===== src/rtl/dpram_arb_pkg.sv =====
// Shared definitions for the dual-port RAM port-2 arbiter.
//   arb_state_e : FSM state encoding (IDLE = 0, GRANT = 1)
//   WIN_W       : address bits that select a requester window
//   CNT_W       : burst counter width
//   ptr_width() : index width for an n-entry requester vector
package dpram_arb_pkg;

    typedef enum logic {
        IDLE  = 1'b0,
        GRANT = 1'b1
    } arb_state_e;

    localparam int unsigned WIN_W = 3;
    localparam int unsigned CNT_W = 8;

    // Index width, never below one bit.
    function automatic int unsigned ptr_width(input int unsigned n);
        return (n > 1) ? $clog2(n) : 1;
    endfunction

endpackage


===== src/rtl/dpram_port_arbiter_rr_pick.sv =====
// rr_pick: combinational round-robin priority picker.
//   req    in  NREQ : request vector
//   ptr    in  PW   : index of the last winner; search starts at ptr+1
//   gnt_c  out NREQ : one-hot winner, 0 when no request is set
module rr_pick
    import dpram_arb_pkg::*;
#(
    parameter int unsigned NREQ = 4,
    localparam int unsigned PW  = ptr_width(NREQ)
) (
    input  logic [NREQ-1:0] req,
    input  logic [PW-1:0]   ptr,
    output logic [NREQ-1:0] gnt_c
);

    logic          found;
    logic [PW-1:0] idx;

    // Walk ptr+1 .. ptr+NREQ modulo NREQ; first set bit wins.
    always_comb begin
        gnt_c = '0;
        found = 1'b0;
        idx   = '0;
        for (int unsigned k = 1; k <= NREQ; k++) begin
            idx = PW'((32'(ptr) + k) % NREQ);
            if (!found && req[idx]) begin
                gnt_c[idx] = 1'b1;
                found      = 1'b1;
            end
        end
    end

endmodule


===== src/rtl/dpram_port_arbiter.sv =====
// dpram_port_arbiter: round-robin sharing of RAM port 2 among NREQ cores.
// A winner holds a locked grant for a burst of single-cycle accesses; the
// grant is released when its req drops, or after MAX_BURST accesses if any
// other core is waiting.
//   clk, rst_n            : clock, async active-low reset
//   req/rd_r/wr_r         : per-requester request level and access strobes
//   addr_r/wdata_r        : packed per-requester address / write data
//   gnt, ack, err         : registered one-hot grant, access ack, window error
//   rdata                 : read data, valid with a read ack, held otherwise
//   addr_2,d_in_2,rd_2,wr_2,d_out_2 : RAM port-2 interface
// Optional build macro DPRAM_ARB_WINDOW_EN: requester i may only touch
// addresses whose top 3 bits equal i; violations are suppressed and flagged
// on err instead of ack.
module dpram_port_arbiter
    import dpram_arb_pkg::*;
#(
    parameter int unsigned NREQ      = 4,
    parameter int unsigned MAX_BURST = 8,
    parameter int unsigned AW        = 8,
    parameter int unsigned DW        = 16
) (
    input  logic               clk,
    input  logic               rst_n,
    input  logic [NREQ-1:0]    req,
    input  logic [NREQ-1:0]    rd_r,
    input  logic [NREQ-1:0]    wr_r,
    input  logic [NREQ*AW-1:0] addr_r,
    input  logic [NREQ*DW-1:0] wdata_r,
    output logic [NREQ-1:0]    gnt,
    output logic [NREQ-1:0]    ack,
    output logic [DW-1:0]      rdata,
    output logic [NREQ-1:0]    err,
    output logic [AW-1:0]      addr_2,
    output logic [DW-1:0]      d_in_2,
    output logic               rd_2,
    output logic               wr_2,
    input  logic [DW-1:0]      d_out_2
);

    localparam int unsigned    PW        = ptr_width(NREQ);
    localparam logic [CNT_W:0] CNT_ONE   = (CNT_W+1)'(1);
    localparam logic [CNT_W:0] BURST_LIM = (CNT_W+1)'(MAX_BURST);

    arb_state_e       state_q, state_d;
    logic [NREQ-1:0]  gnt_d, ack_d, pick_c, others_c;
    logic [PW-1:0]    ptr_q, ptr_d, pick_idx;
    logic [CNT_W-1:0] cnt_q, cnt_d;
    logic [CNT_W:0]   cnt_inc;
    logic [AW-1:0]    sel_addr;
    logic [DW-1:0]    sel_wdata;
    logic             sel_rd, sel_wr, sel_req;
    logic             access, in_win, issue, rd_issue;
    logic             rd_ack_q;
    logic [DW-1:0]    rdata_q;

    // Round-robin winner for the next grant.
    rr_pick #(.NREQ(NREQ)) u_pick (
        .req   (req),
        .ptr   (ptr_q),
        .gnt_c (pick_c)
    );

    // One-hot winner to index.
    always_comb begin
        pick_idx = '0;
        for (int unsigned i = 0; i < NREQ; i++) begin
            if (pick_c[i]) pick_idx = PW'(i);
        end
    end

    // Select the granted requester's signals; ptr holds the current owner.
    always_comb begin
        sel_addr  = '0;
        sel_wdata = '0;
        sel_rd    = 1'b0;
        sel_wr    = 1'b0;
        sel_req   = 1'b0;
        for (int unsigned i = 0; i < NREQ; i++) begin
            if (ptr_q == PW'(i)) begin
                sel_addr  = addr_r[i*AW +: AW];
                sel_wdata = wdata_r[i*DW +: DW];
                sel_rd    = rd_r[i];
                sel_wr    = wr_r[i];
                sel_req   = req[i];
            end
        end
    end

    // An access is any strobe from the owner; it is issued only when in-window.
    assign access = (state_q == GRANT) && (sel_rd || sel_wr);

`ifdef DPRAM_ARB_WINDOW_EN
    assign in_win = (sel_addr[AW-1 -: WIN_W] == WIN_W'(ptr_q));
`else
    assign in_win = 1'b1;
`endif

    assign issue    = access && in_win;
    assign rd_issue = issue && sel_rd && !sel_wr;   // write wins over read
    assign rd_2     = rd_issue;
    assign wr_2     = issue && sel_wr;
    assign addr_2   = issue ? sel_addr  : '0;
    assign d_in_2   = issue ? sel_wdata : '0;

    assign cnt_inc  = {1'b0, cnt_q} + CNT_ONE;
    assign others_c = req & ~gnt;

    // RAM read data arrives in the ack cycle; hold it until the next read.
    assign rdata = rd_ack_q ? d_out_2 : rdata_q;

    // Next-state, grant, counter and ack logic.
    always_comb begin
        state_d = state_q;
        gnt_d   = gnt;
        ptr_d   = ptr_q;
        cnt_d   = cnt_q;
        ack_d   = issue ? gnt : '0;
        case (state_q)
            IDLE: begin
                gnt_d = '0;
                if (|req) begin
                    state_d = GRANT;
                    gnt_d   = pick_c;
                    ptr_d   = pick_idx;
                    cnt_d   = '0;
                end
            end
            GRANT: begin
                if (access) begin
                    cnt_d = (cnt_inc >= BURST_LIM) ? BURST_LIM[CNT_W-1:0]
                                                   : cnt_inc[CNT_W-1:0];
                end
                // Burst limit applies only when someone else is waiting.
                if (!sel_req || (access && (cnt_inc >= BURST_LIM) && (|others_c))) begin
                    state_d = IDLE;
                    gnt_d   = '0;
                end
            end
            default: begin
                state_d = IDLE;
                gnt_d   = '0;
            end
        endcase
    end

    // State and output registers.
    always_ff @(posedge clk or negedge rst_n) begin
        if (!rst_n) begin
            state_q  <= IDLE;
            gnt      <= '0;
            ptr_q    <= PW'(NREQ - 1);
            cnt_q    <= '0;
            ack      <= '0;
            rd_ack_q <= 1'b0;
            rdata_q  <= '0;
        end else begin
            state_q  <= state_d;
            gnt      <= gnt_d;
            ptr_q    <= ptr_d;
            cnt_q    <= cnt_d;
            ack      <= ack_d;
            rd_ack_q <= rd_issue;
            rdata_q  <= rdata;
        end
    end

`ifdef DPRAM_ARB_WINDOW_EN
    // Window violation pulse, one cycle after the suppressed access.
    always_ff @(posedge clk or negedge rst_n) begin
        if (!rst_n) begin
            err <= '0;
        end else begin
            err <= (access && !in_win) ? gnt : '0;
        end
    end
`else
    assign err = '0;
`endif

endmodule


===== config.mk =====
export PLATFORM = sky130hd
export DESIGN_NAME = dpram_port_arbiter
export DESIGN_NICKNAME = d
export VERILOG_FILES = /design/src/rtl/dpram_arb_pkg.sv /design/src/rtl/dpram_port_arbiter_rr_pick.sv /design/src/rtl/dpram_port_arbiter.sv
export SDC_FILE = /design/constraint.sdc
export NUM_CORES = 1
export LEC_CHECK = 0
export CAP_MARGIN = 15
export CORE_MARGIN = 8
export CORE_UTILIZATION = 39
export DETAILED_ROUTE_END_ITERATION = 8
export PLACE_DENSITY = 0.95
export SYNTH_ARGS = -nofsm -noshare
export SYNTH_HDL_FRONTEND = slang
export SYNTH_SLANG_ARGS = --single-unit

===== constraint.sdc =====
create_clock -name clk -period 5.6 [get_ports clk]
set_clock_uncertainty 0.1 [all_clocks]
set_input_delay 1.12 -clock clk [delete_from_list [all_inputs] [get_ports clk]]
set_output_delay 1.12 -clock clk [all_outputs]
set_load 0.01 [all_outputs]

**Yosys cells after proc, flatten, opt, wreduce, memory -nomap -nowiden**

Cells that the tools add are included.

- $lt $le $gt $ge: 9
- Bitwise gates (word level): 6
- Reductions and logical operators: 25
- Equality and inequality tests: 6
- Add/sub/neg operators: 5
- Muxes and demuxes: 60

Operator list:

| kind | count |
|---|---|
| 16-bit 2-to-1 mux | 6 |
| 8-bit 2-to-1 mux | 8 |
| 4-bit 2-to-1 mux | 7 |
| 1-bit 2-to-1 mux | 26 |
| 8-bit case mux with 2 select lines | 1 |
| 1-bit logical AND | 13 |
| 2-bit by 3-bit < comparator with 1-bit output (second input constant) | 4 |
| 4-bit bitwise OR | 3 |
| 8-bit by 1-bit adder with 9-bit output (second input constant) | 1 |
| 9-bit by 4-bit >= comparator with 1-bit output (second input constant) | 1 |
| 1-bit binary-select mux with 2-bit select | 4 |
| 1-bit demux with 2-bit select | 4 |
| 2-bit by 1-bit >= comparator with 1-bit output (second input constant) | 4 |
| 4-bit case mux with 2 select lines | 1 |
| 4-bit OR reduction | 2 |
| 1-bit zero test | 5 |
| 2-bit by 1-bit adder with 2-bit output (second input constant) | 2 |
| 2-bit adder (second input constant) | 2 |
| 4-bit AND | 1 |
| 2-bit == test (second input constant) | 2 |
| 2-bit 2-to-1 mux | 2 |
| 2-bit by 1-bit inequality test with 1-bit output (second input constant) | 2 |
| 4-bit inverter | 1 |
| 2-bit AND reduction | 2 |
| 6 further kinds | 7 |

- Bits of input ports: 126
- Output and inout port bits: 54
- Word-level logic and storage cells: 118
- Register bits: 36

**Logic depth before layout (Yosys ltp)**

- Depth in word-level cells: 16
- Depth in mapped cells: 11
- Mapped depth without buffers: 8

**Cells and area by module**

From an unflattened synthesis, not the netlist that was laid out.

- Cells, all modules: 218
- Area, all modules: 2,695.1 µm²

Modules (own cells, without submodules):

| module | area an instance (µm²) | seq. area each (µm²) | cells each | instances |
|---|---|---|---|---|
| dpram_port_arbiter | 2,337.2 | 903.4 | 180 | 1 |
| rr_pick | 357.8 | 0.0 | 38 | 1 |

**Worst setup path after synthesis**

No wires, ideal clock.

- Kind: register to output
- Start: reg ptr_q[0]
- End: out d_in_2[10]
- Path slack: 2.008 ns
- Stages on the path, launching flop included: 12
- Path buffers: 4
- Arrival: 2.372 ns
- Cell sequence: dfstp_2 buf_6 inv_1 ha_1 nor2b_1 buf_2 a22oi_1 a21oi_1 o21ai_0 clkbuf_1 buf_2 nor2_1

- Longest elaborated chain between the ends: 8
- Elaborated cells between the ends (all ways): 19
- Classes of those cells: eq/ne: 3; mux: 13; reduce/logical: 3

RTL lines:

| what | line | text |
|---|---|---|
| start: declaration | dpram_port_arbiter.sv:46 | `logic [PW-1:0] ptr_q, ptr_d, pick_idx;` |
| start signal: assignment | dpram_port_arbiter.sv:151 | `ptr_q <= PW'(NREQ - 1);` |
| start signal: assignment | dpram_port_arbiter.sv:159 | `ptr_q <= ptr_d;` |
| 2-bit zero test | dpram_port_arbiter.sv:79 | `if (ptr_q == PW'(i)) begin` |
| 1-bit 2-to-1 mux (4 in series) | dpram_port_arbiter.sv:79 |  |
| 1-bit logical OR | dpram_port_arbiter.sv:90 | `assign access = (state_q == GRANT) && (sel_rd \|\| sel_wr);` |
| 1-bit logical AND | dpram_port_arbiter.sv:90 |  |
| 16-bit 2-to-1 mux (*) | dpram_port_arbiter.sv:103 | `assign d_in_2 = issue ? sel_wdata : '0;` |
| end: declaration | dpram_port_arbiter.sv:34 | `output logic [DW-1:0] d_in_2,` |

Every way passes the cells marked *; elsewhere a longest branch is shown, timed or not.

**Worst setup path after layout**

- Start: reg ptr_q[0]
- End: out addr_2[7]

- Longest elaborated chain between the ends: 8
- Elaborated cells between the ends (all ways): 19
- Classes of those cells: eq/ne: 3; mux: 13; reduce/logical: 3

RTL lines:

| what | line | text |
|---|---|---|
| 2-bit zero test | dpram_port_arbiter.sv:79 |  |
| 1-bit 2-to-1 mux (4 in series) | dpram_port_arbiter.sv:79 |  |
| 1-bit logical OR | dpram_port_arbiter.sv:90 |  |
| 1-bit logical AND | dpram_port_arbiter.sv:90 |  |
| 8-bit 2-to-1 mux (*) | dpram_port_arbiter.sv:102 | `assign addr_2 = issue ? sel_addr : '0;` |
| end: declaration | dpram_port_arbiter.sv:33 | `output logic [AW-1:0] addr_2,` |

Marks and branches as above.

==> run_results.csv <==
group,metric,value,unit
status,status,"completed",
placement,place_hpwl,8270,um
detailed_routing,drc,0,
cts,cts-buffers-inserted,5,
placement,place_congestion,0.870,
timing,max_freq,224,MHz
worst_setup_path,path_max_fanout,25,
detailed_routing,num_vias,3046,
synth,yosys-top-cells-count,"nor2_1, dfrtp_1, a21oi_1, a221oi_1, nor2b_1",
cells_and_area,drive_above_1_share,8.65,%
synth,yosysMostFrequentCell,"nor2_1",
worst_setup_path,start_kind,"flop",
timing,setup_violations,0,
timing,rsz0062_at_grt,"no",
detailed_routing,topRoutingLayerUsed,"met4",
power_and_ir_drop,leakage,0.00180,uW
detailed_routing,drt-total-wl,10200,um
timing,period_share,79.7,%
synth,ys_top_cells_by_area,"dfrtp_1, a221oi_1, mux2_2",
synth,synthCells,311,
floorplan,rows,30,
floorplan,core,6760,um2
min_path,hold_path.class,"flop to flop",
grt,gr-total-overflow,0,
synth,synth_warnings,0,
timing,tns,0,ns
cells_and_area,num_antenna_cells,0,
detailed_routing,routedWlPerCell,18.3,um
cts,clockRootBuffer,"clkbuf_8",
cts,cts_sinks,36,
cts,cts_max_path_buffers,2,
cells_and_area,syn2layout_area_growth,70.0,%
synth,synth-seq-area-share,33.4,%
cts,clkTransAtPathRegs,0.07,ns
cts,cts_setup_buffers,0,
detailed_routing,firstDrtPassIters,5,
detailed_routing,ant_nets,0,
grt,track_usage,20.4,%
synth,syn_avg_cell_area,8.69,um2
detailed_routing,drt-met1-wl,3840,um
floorplan,die_w,99.2,um
synth,synth-edff-count,0,
worst_setup_path,crit_arrival,3.24,ns
cts,clk_latency,0.28,ns
timing,slew_headroom,43.4,%
floorplan,start_util,40.0,%
floorplan,io_pins,180,
synth,async_reset_ff_share,100,%
worst_setup_path,critPathRequiredTime,4.38,ns
power_and_ir_drop,power_density,518,nW/um2
timing,drv_slew,0,
detailed_routing,drtIter0Drc,176,
cts,cts_resized,0,
timing,setup_ws,1.14,ns
floorplan,die_h,99.2,um
synth,syn_area,2700,um2
floorplan,die_area,9850,um2
synth,yosys.area.top_type,"dfrtp_1",
placement,io_buffer_count,175,
power_and_ir_drop,vdd_drop_max,0.306,mV
synth,synth-seq-cells,36,
worst_setup_path,path_class,"flop to primary output",
detailed_routing,route.met2.wl,4860,um
timing,hold_viol,0,
grt,grt_pass1_wl,16400,um
cts,h-tree-depth,2,
placement,post-place-ws,1.28,ns
synth,synth_cell_types,41,
synth,yosys.area.top_type_share,31.5,%
timing,tightest_slew,0.849,ns
worst_setup_path,worstSetupEndpointType,"primary output",
timing,fin_crit,4.46,ns
grt,grt_max_degree,37,
cells_and_area,stdcell_count,554,
job,drv_cap,0,
detailed_routing,met3_length,1110,um
cells_and_area,fin_nets,609,
grt,grt_pass1_vias,3316,
cts,postCtsHoldBufs,0,
grt,antenna_found_initial,0,
cts,tritoncts,"done",
power_and_ir_drop,totalPowerFinal,2380,uW
synth,ys.flop_type,"dfrtp_1",
placement,placed_cells,546,
detailed_routing,via_per_inst,5.50,
## sequential cells by signal, summed over array words and instances (netlist names)
register,flops
rd_ack_q,1
cnt_q,8
ptr_q,2
state_q,1
gnt,4
ack,4
rdata_q,16
## layout by cell type (no fill, tap or decap), types with 9 or more instances in the layout
master	n
nand2_1	12
nor2b_1	25
a21oi_1	29
clkdlybuf4s50_1	175
mux2_2	16
inv_1	9
a221oi_1	27
ha_1	9
nor2_1	37
nor3_1	24
dfrtp_1	34
## routing by layer
metal	vias up	track usage, %
met5	-	0
met4	0	8.50
met3	25	7.82
met2	204	35.5
met1	1364	21.6
li1	1453	-
## report_power, final
group / switching, uW / internal, uW / total (uW)
sequential: 68.0 / 358 / 426
combinational: 879 / 853 / 1730
clock: 88.4 / 132 / 220
## per-stage QoR
stage,hold slack (ns),instance area [um2],util [%]
global route,0.410,4590,68.0
finish,0.397,4590,68.0
CTS,0.401,4590,68.0
floorplan,0.377,2710,-
global placement,0.378,4490,66.4
detailed placement,0.385,4490,66.4
## critical path, stage by stage (launching register included)
cell and delay (ns):
dfstp_2 0.67, inv_1 0.14, ha_1 0.51, nand2b_1 0.17, mux2i_1 0.10, a21oi_1 0.34
o21ai_2 0.10, buf_4 0.22, nor2_1 0.14, clkdlybuf4s50_1 0.55
## path summary, 6_finish.rpt
| path | slack (ns) | to | start | cells after the start |
|---|---|---|---|---|
| max | 1.14 | addr_2[7] | ptr_q[0] | 9 |
| min | 0.40 | rdata_q[10] | rdata_q[10] | 1 |
| max reg2reg | 2.63 | state_q | ptr_q[0] | 8 |
| min reg2reg | 0.40 | rdata_q[10] | rdata_q[10] | 1 |
| max in group asynchronous | 3.91 | ptr_q[1] | rst_n | 2 |
| min in group asynchronous | 1.16 | gnt[2] | rst_n | 2 |
## logic make-up after synthesis
group	Yosys count	share of synthesized area, %
AND/OR/NAND/NOR	120	22.7
AO/OA/AOI/OAI	82	21.3
buffers and inverters	39	6.43
flip-flops	36	33.4
multiplexers	22	11.0
adder cells (fa/ha/maj)	10	4.63
other	1	0.139
XOR/XNOR	1	0.324
## area by class of cell
cell class / instances / area, um2
Sequential cell: 36 / 903
Inverter: 9 / 33.8
Clock buffer: 6 / 72.6
Fill cell: 505 / 2160
Timing Repair Buffer: 182 / 1800
Multi-Input combinational cell: 239 / 1650
Clock inverter: 2 / 35.0
Tap cell: 80 / 100
Note: power is estimated with default switching activity, not from simulation.
